File: src/rtl/tri_index_down_seq_pkg.sv
// Shared types and helpers for the descending triangular index sequencer.
package tri_seq_pkg;

  typedef enum logic [1:0] {
    IDLE = 2'd0,
    RUN  = 2'd1,
    DONE = 2'd2
  } state_t;

  // max(1, clog2(n)): a one-entry matrix still needs a one-bit index.
  function automatic int idx_width(input int n);
    return (n <= 2) ? 1 : $clog2(n);
  endfunction

endpackage

File: src/rtl/tri_index_down_seq_if.sv
// Valid/ready stream carrying one (row, col) pair of the triangle per beat.
interface tri_index_down_seq_if #(
  parameter int IDX_W = 2
);
  logic             out_valid;
  logic             out_ready;
  logic [IDX_W-1:0] row;
  logic [IDX_W-1:0] col;
  logic             diag;
  logic             last;

  modport master (
    output out_valid, row, col, diag, last,
    input  out_ready
  );

  modport slave (
    input  out_valid, row, col, diag, last,
    output out_ready
  );
endinterface

File: src/rtl/tri_index_down_seq_counter_mod_down.sv
// Modulo-MOD down-counter: loads MOD-1 on reset_count, wraps from 0 to MOD-1.
module counter_mod_down
  import tri_seq_pkg::*;
#(
  parameter  int MOD = 4,
  localparam int W   = idx_width(MOD)
) (
  input  logic         clk,
  input  logic         rst,
  input  logic         reset_count,
  input  logic         down,
  output logic         min,
  output logic [W-1:0] out
);

  localparam logic [W-1:0] TOP = W'(MOD - 1);

  logic [W-1:0] out_reg;

  always_ff @(posedge clk or negedge rst) begin
    if (!rst) begin
      out_reg <= TOP;
    end else if (reset_count) begin
      out_reg <= TOP;
    end else if (down) begin
      out_reg <= (out_reg == '0) ? TOP : out_reg - 1'b1;
    end
  end

  assign out = out_reg;
  assign min = (out_reg == '0);

endmodule

File: src/rtl/tri_index_down_seq.sv
// Walks the upper triangle of an N x N matrix from (N-1,N-1) down to (0,0),
// one (row, col) pair per accepted valid/ready beat.
module tri_index_down_seq
  import tri_seq_pkg::*;
#(
  parameter int N     = 4,
  parameter int IDX_W = idx_width(N)
) (
  input  logic                 clk,
  input  logic                 rst,
  input  logic                 start,
  input  logic                 clear,
  output logic                 busy,
  output logic                 done,
  tri_index_down_seq_if.master bus
);

  localparam logic [IDX_W-1:0] MAX_IDX = IDX_W'(N - 1);

  state_t           state_reg;
  state_t           state_next;
  logic [IDX_W-1:0] row;
  logic [IDX_W-1:0] col_reg;
  logic [IDX_W-1:0] col_next;
  logic             row_min;
  logic             valid;
  logic             handshake;
  logic             at_diag;
  logic             at_last;
  logic             reload;
  logic             row_down;

  assign valid     = (state_reg == RUN);
  assign handshake = valid && bus.out_ready;
  assign at_diag   = (col_reg == row);
  assign at_last   = at_diag && row_min;

  // Both indices return to N-1 whenever the block is (re)entering IDLE or
  // starting, so the next traversal always opens at the bottom-right corner.
  assign reload   = clear || (state_reg == IDLE && start) || (state_reg == DONE);
  assign row_down = !clear && handshake && at_diag && !row_min;

  counter_mod_down #(
    .MOD (N)
  ) u_row (
    .clk         (clk),
    .rst         (rst),
    .reset_count (reload),
    .down        (row_down),
    .min         (row_min),
    .out         (row)
  );

  // Column counts down to a floor equal to the current row, then reloads.
  always_comb begin
    col_next = col_reg;
    if (reload) begin
      col_next = MAX_IDX;
    end else if (handshake) begin
      if (!at_diag) begin
        col_next = col_reg - 1'b1;
      end else if (!row_min) begin
        col_next = MAX_IDX;
      end
    end
  end

  always_ff @(posedge clk or negedge rst) begin
    if (!rst) begin
      col_reg <= MAX_IDX;
    end else begin
      col_reg <= col_next;
    end
  end

  always_ff @(posedge clk or negedge rst) begin
    if (!rst) begin
      state_reg <= IDLE;
    end else begin
      state_reg <= state_next;
    end
  end

  always_comb begin
    state_next = state_reg;
    if (clear) begin
      state_next = IDLE;
    end else begin
      case (state_reg)
        IDLE:    if (start) state_next = RUN;
        RUN:     if (handshake && at_last) state_next = DONE;
        DONE:    state_next = IDLE;
        default: state_next = IDLE;
      endcase
    end
  end

  always_comb begin
    bus.out_valid = 1'b0;
    busy          = 1'b0;
    done          = 1'b0;
    case (state_reg)
      RUN: begin
        bus.out_valid = 1'b1;
        busy          = 1'b1;
      end
      DONE:    done = 1'b1;
      default: ;
    endcase
  end

  assign bus.row  = row;
  assign bus.col  = col_reg;
  assign bus.diag = at_diag;
  assign bus.last = at_last;

endmodule

File: src/flat_wrapper.sv
// flat-port wrapper written by rule: the top's interface ports become plain ports
module tri_index_down_seq_flat import tri_seq_pkg::*;
#(
  parameter int N     = 4,
  parameter int IDX_W = idx_width(N)
)
  (clk, rst, start, clear, busy, done, bus_out_valid, bus_row, bus_col, bus_diag, bus_last, bus_out_ready);
  tri_index_down_seq_if #(.IDX_W(IDX_W)) bus_i ();
  input  logic clk;
  input  logic rst;
  input  logic start;
  input  logic clear;
  output logic busy;
  output logic done;
  output wire logic [$bits(bus_i.out_valid)-1:0] bus_out_valid;
  output wire logic [$bits(bus_i.row)-1:0] bus_row;
  output wire logic [$bits(bus_i.col)-1:0] bus_col;
  output wire logic [$bits(bus_i.diag)-1:0] bus_diag;
  output wire logic [$bits(bus_i.last)-1:0] bus_last;
  input wire logic [$bits(bus_i.out_ready)-1:0] bus_out_ready;
  assign bus_out_valid = bus_i.out_valid;
  assign bus_row = bus_i.row;
  assign bus_col = bus_i.col;
  assign bus_diag = bus_i.diag;
  assign bus_last = bus_i.last;
  assign bus_i.out_ready = bus_out_ready;
  tri_index_down_seq #(.N(N), .IDX_W(IDX_W)) u_core (.clk(clk), .rst(rst), .start(start), .clear(clear), .busy(busy), .done(done), .bus(bus_i));
endmodule
File: config.mk
export PLATFORM = sky130hd
export DESIGN_NAME = tri_index_down_seq_flat
export DESIGN_NICKNAME = d
export VERILOG_FILES = /design/src/rtl/tri_index_down_seq_pkg.sv /design/src/rtl/tri_index_down_seq_if.sv /design/src/rtl/tri_index_down_seq_counter_mod_down.sv /design/src/rtl/tri_index_down_seq.sv /design/src/flat_wrapper.sv
export SDC_FILE = /design/constraint.sdc
export NUM_CORES = 1
export LEC_CHECK = 0
export ABC_AREA = 1
export BUFFER_PORTS_ARGS = -buffer_cell sky130_fd_sc_hd__buf_2
export CAP_MARGIN = 30
export CORE_AREA = 2 2 39 41
export DETAILED_ROUTE_END_ITERATION = 10
export DIE_AREA = 0 0 41 43
export GPL_TIMING_DRIVEN = 0
export MAX_ROUTING_LAYER = met4
export PLACE_DENSITY = 0.62
export RECOVER_POWER = 100
export SYNTH_ARGS = -nofsm -noshare
export SYNTH_HDL_FRONTEND = slang
export SYNTH_HIERARCHICAL = 1
export SYNTH_SLANG_ARGS = --single-unit
File: constraint.sdc
create_clock -name clk -period 1.65 [get_ports clk]
set_input_delay 0.0825 -clock clk [delete_from_list [all_inputs] [get_ports clk]]
set_output_delay 0.0825 -clock clk [all_outputs]
set_load 0.01 [all_outputs]
# Yosys cells after proc, flatten, opt, wreduce, memory -nomap -nowiden
# Cells that the tools add are included.
dict set report classes {
  n_addsub 2
  eq_ne 6
  n_mux 13
  reduce_logical 17
}
# cell n
set op_table {}
lappend op_table {{$mux W2} 10}
lappend op_table {{$ne A3 B3 Y1 const B} 3}
lappend op_table {{$logic_and A1 B1 Y1} 7}
lappend op_table {{$logic_not A2 Y1} 2}
lappend op_table {{$pmux W2 S2} 1}
lappend op_table {{$reduce_and A2 Y1} 2}
lappend op_table {{$reduce_bool A2 Y1} 2}
lappend op_table {{$sub A2 B1 Y2 const B} 2}
lappend op_table {{$eq A2 B1 Y1 const B} 1}
lappend op_table {{$eq A2 B2 Y1} 1}
lappend op_table {{$eq A2 B2 Y1 const B} 1}
lappend op_table {{$logic_not A1 Y1} 2}
lappend op_table {{$logic_or A1 B1 Y1} 2}
lappend op_table {{$mux W1} 2}
dict set report word_totals {
  register_bits 6
  input_bits 5
  out_inout_bits 9
}

# Depth between registers and ports, before layout
dict set report logic_depth {
  ltp_word 7
  depth_mapped 8
  ltp_nobuf 8
}

# Modules after synthesis
# Netlist, hierarchy kept.
# mod instances cells_each area_per_inst_um2 seq_area_each_um2
set by_module_without_submodules {}
lappend by_module_without_submodules {tri_index_down_seq 1 56 361.6 102.6}
lappend by_module_without_submodules {counter_mod_down 1 14 108.9 52.6}

# Worst setup path after synthesis
# Ideal clock, no wire load.
dict set report synth_timing {
  kind {register -> register}
  start {register u_core.u_row.out_reg[0] (netlist: u_core/u_row/out[0])}
  end {register u_core.u_row.out_reg[0] (netlist: u_core/u_row/out[0])}
  setup_ps 82
  arrival_ps 1480
  t_required_ps 1568
  path_slack_ps 88
  stages_incl_launch_ff 7
  path_cell_list {dfstp_2 inv_1 ha_1 nor4_1 inv_1 nand2_1 nand3_1}
}
dict set report synth_via {
  elab_chain_len 4
  elab_cells_between_ends 10
}
# item line
set synth_lines {}
lappend synth_lines {{from (decl)} tri_index_down_seq_counter_mod_down.sv:18} ;# logic [W-1:0] out_reg;
lappend synth_lines {{from (signal assigned)} tri_index_down_seq_counter_mod_down.sv:26} ;# out_reg <= (out_reg == '0) ? TOP : out_reg - 1'b1;
lappend synth_lines {{$logic_not A2 Y1} tri_index_down_seq_counter_mod_down.sv:31} ;# assign min = (out_reg == '0);
lappend synth_lines {{net u_core.row_min} tri_index_down_seq.sv:25} ;# logic row_min;
lappend synth_lines {{$logic_not A1 Y1} tri_index_down_seq.sv:41} ;# assign row_down = !clear && handshake && at_diag && !row_min;
lappend synth_lines {{$logic_and A1 B1 Y1} tri_index_down_seq.sv:41}
lappend synth_lines {{net u_core.row_down} tri_index_down_seq.sv:31} ;# logic row_down;
lappend synth_lines {{$reduce_bool A2 Y1 (no line)} --}
# The timed path passes the listed nets, and every way through them passes these cells. The select of a mux whose other input is x is not followed.
# A chain may end at the register's enable or synchronous reset.

# Final worst setup path
dict set report layout_timing {
  start {register u_core.u_row.out_reg[0] (netlist: u_core/u_row/out[0])}
  end {output bus_last}
}
dict set report layout_via {
  elab_chain_len 2
  elab_cells_between_ends 3
}
# item line
set layout_lines {}
lappend layout_lines {{$logic_not A2 Y1} tri_index_down_seq_counter_mod_down.sv:31}
lappend layout_lines {{net u_core.row_min} tri_index_down_seq.sv:25}
lappend layout_lines {{$logic_and A1 B1 Y1} tri_index_down_seq.sv:36} ;# assign at_last = at_diag && row_min;
lappend layout_lines {{to (decl)} flat_wrapper.sv:19} ;# output wire logic [$bits(bus_i.last)-1:0] bus_last;
# The timed path passes the listed nets, and every way through them passes these cells.

==> results.ini <==
[cts]
postCtsSetupBuffers = 0
cts-buffers-inserted = 3
cts.sink_count = 6
clock_tree_root_buffer_cell = clkbuf_4
tritoncts_clock_tree = built
clock_tree.buffer_depth = 2
worstSkewPairLatency_ps = 240
number_of_h_tree_levels = 1
path_clk_slew_ps = 50

[route]
drt_pre_antenna_iters = 4
first_iter_violations = 12
drt-vias-per-instance = 4.38
detail_route.wl_per_cell_microns = 8.48
ant_nets = 0
wl_microns = 882
route.detailed.drc = 0
routed-via-count = 456

[finish]
number_of_standard_cells_in_the_layout_taps_in_and_fillers_out = 104
filler_cell_count = 158
final_net_count = 95
antenna_cells_inserted = 0
regArea_sq_um = 155
multi_input_area_sq_um = 249
area_delta_synth_final_pct = 25.8
core_util_final_pct = 42.8
drive_gt1_share_pct = 29.5

[power_and_ir_drop]
switching_share_pct = 33.2
power_frac_seq_pct = 38.8
int_power_uw = 313
vdd_ir_drop_max_mv = 0.337
p_per_area_nw_per_um2 = 791
p_leak_uw = 0.000357
power.total_uw = 468
share_comb_of_total_power_pct = 31.0
clock_power_share_pct = 30.1
switchingPower_uw = 155

[floorplanning]
number_of_top_level_design_ports = 14
die_width_microns = 41
die_h_microns = 43
initial_core_util_pct = 34.0
rows = 14
die_area_sq_um = 1760
core_area_sq_um = 1380

[sta]
hold_fails_final_rpt = 0
final.period_utilization_pct = 92.8
clock-skew-final_ps = 5.11
setup_violations = 0
worst_slew_margin_rel_pct = 81.1
fin_crit_ps = 1530
fin_worst_hold_slack_ps = 137
tns_ps = 0
finalMaxSlewViolations = 0
worst_slew_pin_slew_ps = 283
grt_setup_unrepaired = no
clock.fmax_mhz = 653

[worst_hold_path]
hold_path.class = input pin to flip-flop

[global_routing]
first_global_vias = 398
antenna_found_initial = 0
grt_max_degree = 8
grt_overflow_total = 0
grt_pass1_wl_microns = 1480
grt.total_usage_pct = 13.0

[outcome]
result_of_the_run = finished, final reports clean

[placement]
gpl.final_weighted_congestion = 0.668
io_buffers = 13
hpwl_microns = 737
numPlacedInstances = 99

[critical_path]
critical_path_required_ps = 1570
critical_path_arrival_ps = 1450
critical_path.startpoint_type = flip-flop
critPathKind = flip-flop to output pin
setup.worst_path.end_class = output pin
cp_max_fo = 6

[synthesis]
synthFlopType = dfstp_2
synth_area_leaders = dfstp_2 22%, nand2_1 17%, inv_1 13%
synth_compound_area_share_pct = 1.06
number_of_enable_flip_flop_cells_after_synthesis = 0
mappedNetlistNets = 76
simple_gate_area_share_of_the_yosys_netlist_pct = 46.3
synthesis.yosys.warnings = 6
yosysMostFrequentCell = nand2_1
synth_top_area_cell = dfstp_2
synthAdderAreaFrac_pct = 2.66
yosys_register_bits = 6
syn-cell-area_sq_um = 470
yosysUniqueCellTypes = 17
synthTopCellsByCount = 21 x nand2_1, 16 x inv_1, 8 x nand3_1, 5 x nand2_2, 4 x dfstp_2
ys_async_sr_fraction_pct = 100
largest_family_of_logic_cells_by_synthesized_area = simple AND/OR/NAND/NOR gates
share_of_synthesized_area_occupied_by_flip_flops_and_latches_pct = 33.0
fraction_of_synthesized_cell_area_in_xor_and_xnor_cells_pct = 1.86
synth_top_cell_area_share_pct = 22.3
synth.area.mux_share_pct = 0
average_footprint_of_a_synthesized_cell_sq_um = 6.72
number_of_cells_produced_by_synthesis = 70

[flow_run]
max_cap_violations = 0

## layout by cell type (no fill, tap or decap), drive strengths merged
master / n
o21ai: 1
nor4: 1
dfstp: 4
nand4: 1
xor2: 1
buf: 9
dlygate4sd3: 1
dfrtp: 2
nand3: 10
nor3: 1
inv: 17
ha: 1
clkbuf: 9
nor2: 4
nand2: 26
## power groups by stage
stage               clock network [uW]  registers (uW)  logic, uW
floorplan                            0             185        101
CTS                                150             182        148
global route                       156             184        168
global placement                     0             183        141
detailed placement                   0             184        144
finish                             141             182        145
## logic make-up (layout without fill, tap and decap cells)
| kind of cell | count (synthesis) | count (layout) |
|---|---|---|
| AO/OA/AOI/OAI | 1 | 1 |
| XOR/XNOR | 1 | 1 |
| adder cells (fa/ha/maj) | 1 | 1 |
| buffers and inverters | 18 | 36 |
| flip-flops | 6 | 6 |
| AND/OR/NAND/NOR | 43 | 43 |
## critical path, cell delays in order, from the launching register on
cell	delay [ps]
dfstp_2	570
inv_1	70
ha_1	270
nand3_2	130
inv_1	50
clkbuf_2	120
## routing by layer
| layer | GRT usage, % | wire (microns) |
|---|---|---|
| met1 | 14.6 | 397 |
| met2 | 19.7 | 446 |
| met3 | 1.57 | 24 |
| met4 | 10.0 | 14 |
| met5 | - | 0 |
## what timing repair did
| action | CTS | global route |
|---|---|---|
| pin swaps | 0 | 1 |
| hold endpoints to repair | 6 | 0 |
| setup endpoints to repair | 2 | 2 |
| cloned | 0 | 0 |
| hold buffers | 1 | 0 |
| resized for setup | 1 | 1 |
## metrics by stage
| stage | setup slack (ps) | area [sq um] |
|---|---|---|
| 2_1_floorplan | 88.4 | 470 |
| 3_3_place_gp | -79.3 | 556 |
| 3_5_place_dp | -91.3 | 556 |
| 4_1_cts | 8.82 | 598 |
| 5_1_grt | 8.67 | 592 |
| 6_report | 118 | 592 |
## path summary, 6_finish.rpt
check | startpoint | end | slack [ps] | cells past startpoint
setup reg to reg | u_core/bus.col[1]$_DFFE_PN1P_ | u_core/u_row/out[1]$_DFFE_PN1P_ | 130 | 7
hold / removal | start | u_core/state_reg[0]$_DFFE_PN0P_ | 140 | 3
setup / recovery | u_core/u_row/out[0]$_DFFE_PN1P_ | bus_last | 120 | 5
hold reg to reg | u_core/bus.col[0]$_DFFE_PN1P_ | u_core/bus.col[0]$_DFFE_PN1P_ | 510 | 2
max in group asynchronous | rst | u_core/bus.col[1]$_DFFE_PN1P_ | 1140 | 2
min in group asynchronous | rst | u_core/state_reg[0]$_DFFE_PN0P_ | 230 | 2
## final cells by class
type | count | area share, %
Timing Repair Buffer | 14 | 11.8
Sequential cell | 6 | 26.2
Buffer | 1 | 1.27
Inverter | 17 | 10.8
Tap cell | 16 | 3.38
Multi-Input combinational cell | 46 | 42.1
Clock buffer | 4 | 4.44
(Power assumes the default switching activity.)
